## src/rtl/uart_rx_pkg.sv

```systemverilog
// Shared UART receiver constants and divider arithmetic.
package uart_rx_pkg;

   localparam int DEF_UART_BITS  = 8;
   localparam int DEF_CLK_FREQ   = 100_000_000;
   localparam int DEF_BAUD_RATE  = 19200;
   localparam int DEF_OVERSAMPLE = 16;

   // Rounded clocks per oversample tick.
   function automatic int calc_div(input int clk_hz, input int baud, input int os);
      return (clk_hz + baud * os / 2) / (baud * os);
   endfunction

endpackage

```

## src/rtl/uart_rx_baud_rate_gen.sv

```systemverilog
// Free-running oversample tick generator for the UART receiver.
module baud_rate_gen
   import uart_rx_pkg::*;
#(
   parameter int CLK_FREQ   = DEF_CLK_FREQ,
   parameter int BAUD_RATE  = DEF_BAUD_RATE,
   parameter int OVERSAMPLE = DEF_OVERSAMPLE
) (
   input  logic clk,
   input  logic rst,
   output logic o_tick
);

   localparam int DIV = calc_div(CLK_FREQ, BAUD_RATE, OVERSAMPLE);
   localparam int CW  = (DIV > 1) ? $clog2(DIV) : 1;
   localparam logic [CW-1:0] LAST = CW'(DIV - 1);

   logic [CW-1:0] cnt;

   always_ff @(posedge clk or negedge rst) begin
      if (!rst) begin
         cnt <= '0;
      end else if (cnt == LAST) begin
         cnt <= '0;
      end else begin
         cnt <= cnt + CW'(1);
      end
   end

   assign o_tick = (cnt == LAST);

endmodule

```

## src/rtl/uart_rx.sv

```systemverilog
// Oversampling UART receiver: 8N1 style framing, LSB first, one stop bit.
module uart_rx
   import uart_rx_pkg::*;
#(
   parameter int UART_BITS  = DEF_UART_BITS,
   parameter int CLK_FREQ   = DEF_CLK_FREQ,
   parameter int BAUD_RATE  = DEF_BAUD_RATE,
   parameter int OVERSAMPLE = DEF_OVERSAMPLE
) (
   input  logic                 clk,
   input  logic                 rst,
   input  logic                 i_rx,
   output logic [UART_BITS-1:0] o_rx_data,
   output logic                 o_rx_done,
   output logic                 o_frame_err
);

   typedef enum logic [1:0] {
      IDLE,
      START,
      DATA,
      STOP
   } state_t;

   localparam int TW = (OVERSAMPLE > 2) ? $clog2(OVERSAMPLE) : 1;
   localparam int BW = (UART_BITS > 2) ? $clog2(UART_BITS) : 1;
   localparam logic [TW-1:0] HALF_M1  = TW'(OVERSAMPLE / 2 - 1);
   localparam logic [TW-1:0] OS_M1    = TW'(OVERSAMPLE - 1);
   localparam logic [BW-1:0] LAST_BIT = BW'(UART_BITS - 1);

   logic                 tick;
   logic                 rx_m, rx_s, rx_d;
   state_t               state, state_n;
   logic [TW-1:0]        tick_cnt, tick_n;
   logic [BW-1:0]        bit_cnt, bit_n;
   logic [UART_BITS-1:0] shift, shift_n, data_n;
   logic                 done_n, err_n;

   baud_rate_gen #(
      .CLK_FREQ   (CLK_FREQ),
      .BAUD_RATE  (BAUD_RATE),
      .OVERSAMPLE (OVERSAMPLE)
   ) u_baud (
      .clk    (clk),
      .rst    (rst),
      .o_tick (tick)
   );

   // Flops preset high so a released reset looks like an idle line.
   always_ff @(posedge clk or negedge rst) begin
      if (!rst) begin
         rx_m        <= 1'b1;
         rx_s        <= 1'b1;
         rx_d        <= 1'b1;
         state       <= IDLE;
         tick_cnt    <= '0;
         bit_cnt     <= '0;
         shift       <= '0;
         o_rx_data   <= '0;
         o_rx_done   <= 1'b0;
         o_frame_err <= 1'b0;
      end else begin
         rx_m        <= i_rx;
         rx_s        <= rx_m;
         rx_d        <= rx_s;
         state       <= state_n;
         tick_cnt    <= tick_n;
         bit_cnt     <= bit_n;
         shift       <= shift_n;
         o_rx_data   <= data_n;
         o_rx_done   <= done_n;
         o_frame_err <= err_n;
      end
   end

   always_comb begin
      state_n = state;
      tick_n  = tick_cnt;
      bit_n   = bit_cnt;
      shift_n = shift;
      data_n  = o_rx_data;
      done_n  = 1'b0;
      err_n   = 1'b0;
      unique case (state)
         IDLE: begin
            if (rx_d && !rx_s) begin
               tick_n  = '0;
               state_n = START;
            end
         end
         START: begin
            if (tick) begin
               if (tick_cnt == HALF_M1) begin
                  tick_n  = '0;
                  bit_n   = '0;
                  state_n = rx_s ? IDLE : DATA;
               end else begin
                  tick_n = tick_cnt + TW'(1);
               end
            end
         end
         DATA: begin
            if (tick) begin
               if (tick_cnt == OS_M1) begin
                  tick_n  = '0;
                  shift_n = {rx_s, shift[UART_BITS-1:1]};
                  bit_n   = bit_cnt + BW'(1);
                  if (bit_cnt == LAST_BIT) begin
                     state_n = STOP;
                  end
               end else begin
                  tick_n = tick_cnt + TW'(1);
               end
            end
         end
         STOP: begin
            if (tick) begin
               if (tick_cnt == OS_M1) begin
                  tick_n  = '0;
                  state_n = IDLE;
                  if (rx_s) begin
                     data_n = shift;
                     done_n = 1'b1;
                  end else begin
                     err_n = 1'b1;
                  end
               end else begin
                  tick_n = tick_cnt + TW'(1);
               end
            end
         end
         default: state_n = IDLE;
      endcase
   end

endmodule

```

## config.mk

```make
export PLATFORM = sky130hd
export DESIGN_NAME = uart_rx
export DESIGN_NICKNAME = d
export VERILOG_FILES = /design/src/rtl/uart_rx_pkg.sv /design/src/rtl/uart_rx_baud_rate_gen.sv /design/src/rtl/uart_rx.sv
export SDC_FILE = /design/constraint.sdc
export NUM_CORES = 1
export LEC_CHECK = 0
export CORE_MARGIN = 1
export CORE_UTILIZATION = 50
export CTS_CLUSTER_DIAMETER = 150
export DETAILED_ROUTE_END_ITERATION = 10
export PLACE_DENSITY = 0.7
export SLEW_MARGIN = 20
export SYNTH_ARGS = -nofsm -noshare
export SYNTH_HDL_FRONTEND = slang
export SYNTH_SLANG_ARGS = --single-unit
```

## constraint.sdc

```tcl
create_clock -name clk -period 3.5 [get_ports clk]
set_input_delay 0.525 -clock clk [delete_from_list [all_inputs] [get_ports clk]]
set_output_delay 0.525 -clock clk [all_outputs]
set_load 0.02 [all_outputs]
```

==> metrics.md <==
| Metric | Value |
|---|---|
| Final min period | `2.08 ns` |
| CTS buffer count | `5` |
| Longest Clk Path Bufs | `2` |
| Post-CTS Setup Bufs | `0` |
| H-tree levels | `2` |
| Critical setup path kind | `flip-flop to flip-flop` |
| Overall power | `0.000786 W` |
| Stages on worst setup path | `4` |
| Clk_lat worst skew | `about 0.33 ns` |
| Critical-path cell list | `ha_1, nand4_1, nor4_4, mux2_2` |
| Most frequent cells in the layout | `dfrtp_1, mux2_2, clkdlybuf4s50_1, nor2_1, nand3_1` |
| CP max-delay cell | `nor4_4` |
| # diodes | `0` |
| Clock root cell | `clkbuf_4` |
| # port buffers | `12` |
| Core ar. | `between 3000 and 4000 µm²` |
| Reg-to-Reg Start | `tick_cnt[0]$_DFFE_PN0P_` |
| HPWL after DPL | `2010 µm` |
| Overall global routing resource usage | `19.0%` |
| Vias in the first global route | `1133` |
| Worst hold path class | `input pin to async pin` |
| Non-filler cells in the finished layout | `slightly below 200` |
| CTS clock-pin slew for the worst setup and hold paths | `0.11 ns` |
| Global-route wire length before repair | `a little over 5000 µm` |
| Final setup viols | `0` |
| Commonest non-fill, non-tap cell in the layout | `dfrtp_1` |
| Synth-to-layout area growth | `11.4%` |
| Vias/cell | `5.68` |
| Worst VDD drop | `about 0.24 mV` |
| Routability cong. | `roughly 0.82` |
| Hold Buf Count CTS | `0` |
| RR Endpoint | `o_rx_data[1]$_DFFE_PN0P_` |
| Die width | `61.2 µm` |
| Initial DRC count | `40` |
| Critical-path maximum fanout | `8` |
| Netlist cell types | `42` |
| Area of the die | `between 3000 and 4000 µm²` |
| P per Cell Area | `403 nW/µm²` |
| Outcome | `finished clean` |
| Max Cap Viol | `0` |
| # resized after CTS | `0` |
| Cell taking the most area after synthesis | `dfrtp_1` |
| Post-DRT Antenna Nets | `0` |
| Synth top area share | `51.5%` |
| Die Y-Extent | `slightly above 60 µm` |
| Synth top area cells | `dfrtp_1, mux2_2, dfstp_2` |
| Final wirelength | `slightly below 3000 µm` |
| CTS tree | `built` |
| Leakage | `0.911 nW` |
| Vias | `between 1000 and 1500` |
| Drt drc | `0` |
| Worst Setup End Kind | `flip-flop` |
| Worst Clk Skew | `0.00778 ns` |
| Max-slew violations | `0` |
| Mapped Cells | `approximately 140` |
| Gr ovfl total | `0` |
| Fin nets | `156` |
| Post-Place Cells | `187` |
| Unrepaired setup endpoints after global routing | `false` |
| CP required | `roughly 3.7 ns` |
| Worst path arrival time | `2.30 ns` |
| Slew Limit Headroom | `44.0%` |
| Buf/Inv on CP | `0` |
| Layout cells sized above 1 | `24.2%` |
| Startpoint Class | `flip-flop` |
| Post-route cell area | `just under 2000 µm²` |
| Fmax | `482 MHz` |
| I/O pin cnt | `13` |
| TritonRoute pass-1 iters | `4` |
| Num Clock Sinks | `39` |
| Antenna violations before repair | `0` |
| Fin. Hold Viols | `0` |
| Hold slack | `0.285 ns` |
| Pin count of the biggest net entering global routing | `40` |
| Starting density of the core | `52.5%` |
| Post-synthesis cell area | `roughly 1800 µm²` |
| Worst r2r path cells | `4` |
| Final TNS setup | `0 ns` |
| Tightest Pin Transition | `roughly 0.84 ns` |
| Syn nets | `143` |
| Tcrit/Tclk final | `59.3%` |
| Sequential area share after synthesis | `56.0%` |
| Area of placed instances | `~1900 µm²` |
| Drt wl/cell | `14.9 µm` |
| # rows | `21` |
| Yosys warns | `0` |
| Fillers | `300` |
| Reg2Reg Setup Slack | `around 1.4 ns` |
| Delay-heaviest family, CP | `simple AND/OR/NAND/NOR gates` |
| Syn Area/Cell | `13.0 µm²` |
| Post-synthesis register bit count | `39` |
| Max incr delay on CP | `0.53 ns` |
-- Yosys cell counts --
cell type,n
nand2_1,2
dfstp_2,3
and3_2,1
xor2_1,4
and4bb_2,2
nor4_4,1
ha_1,5
nand4_1,2
a22oi_1,1
buf_6,1
inv_1,3
nor2_1,9
a2bb2oi_1,1
xnor2_1,4
nand3b_1,1
a31oi_1,2
clkbuf_1,1
or2_2,1
nor3b_1,1
nor4b_1,1
nor3_4,1
clkbuf_2,1
nand2_4,1
a21oi_1,3
a32o_1,1
o211ai_1,1
a22o_1,2
o21ai_0,2
nor2b_1,1
o32a_1,1
nor3_1,2
nor4_1,3
dfrtp_1,36
o41ai_1,1
and2_2,1
nand3_1,8
and3_1,2
or3_1,1
o2bb2ai_1,1
mux2_2,17
clkbuf_8,2
buf_2,1
-- cells by family (layout without fill, tap and decap cells) --
kind of cell	Yosys count	after routing	synth area share (%)
flip-flops	39	39	56.0
AND/OR/NAND/NOR	41	41	15.2
adder cells (fa/ha/maj)	5	5	3.57
buffers and inverters	9	23	3.64
multiplexers	17	17	10.9
AO/OA/AOI/OAI	16	16	6.65
XOR/XNOR	8	8	4.00
-- worst max path at each step --
stage,start,end,slack (ns)
CTS,tick_cnt[0]$_DFFE_PN0P_,o_rx_data[7]$_DFFE_PN0P_,1.43
floorplan,u_baud.cnt[1]$_DFF_PN0_,o_rx_data[0]$_DFFE_PN0P_,1.67
global placement,u_baud.cnt[1]$_DFF_PN0_,o_rx_data[3]$_DFFE_PN0P_,1.49
finish,tick_cnt[0]$_DFFE_PN0P_,o_rx_data[1]$_DFFE_PN0P_,1.42
detailed placement,tick_cnt[0]$_DFFE_PN0P_,o_rx_data[7]$_DFFE_PN0P_,1.44
global route,tick_cnt[0]$_DFFE_PN0P_,o_rx_data[7]$_DFFE_PN0P_,1.25
-- metal layers --
metal  up-vias  track usage (%)  share of wire (%)
li1        519                -                  -
met1       543             23.4                 44
met2        38             29.8                 50
met3         7             5.04                4.3
met4         0             12.0                1.8
met5         -                0                  0
-- power breakdown --
group          internal, W  switching, W
clock network     0.000151      0.000142
registers         0.000455    0.00000784
logic           0.00000859     0.0000212
total             0.000615      0.000171
-- flip-flops by register name, summed over array words and instances (netlist names), named ones only --
name / count
bit_cnt: 3
o_frame_err: 1
o_rx_data: 8
o_rx_done: 1
rx_d: 1
rx_m: 1
rx_s: 1
shift: 8
state: 1
tick_cnt: 4
u_baud.cnt: 9
-- worst register-to-register path: stages, from the launching register on --
cell and delay, ns:
dfrtp_1 0.41, ha_1 0.31, nand4_1 0.34, nor4_4 0.53
mux2_2 0.39
-- final cells by class --
type | count | area, µm² | share of cell area [%]
inverter | 3 | 11.3 | 0.578
clock buffer | 6 | 41.3 | 2.12
tap | 46 | 57.6 | 2.95
timing repair buffer | 12 | 115 | 5.90
sequential | 39 | 980 | 50.3
multi-input combinational | 87 | 707 | 36.3
clock inverter | 2 | 37.5 | 1.93
-- stage by stage --
step           setup slack [ns]  utilization, %
2_1_floorplan              1.67               -
3_3_place_gp               1.49            56.1
3_5_place_dp               1.44            56.1
4_1_cts                    1.43            58.4
5_1_grt                    1.25            58.4
6_report                   1.42            58.4
Note: power is estimated with default switching activity, not from simulation.
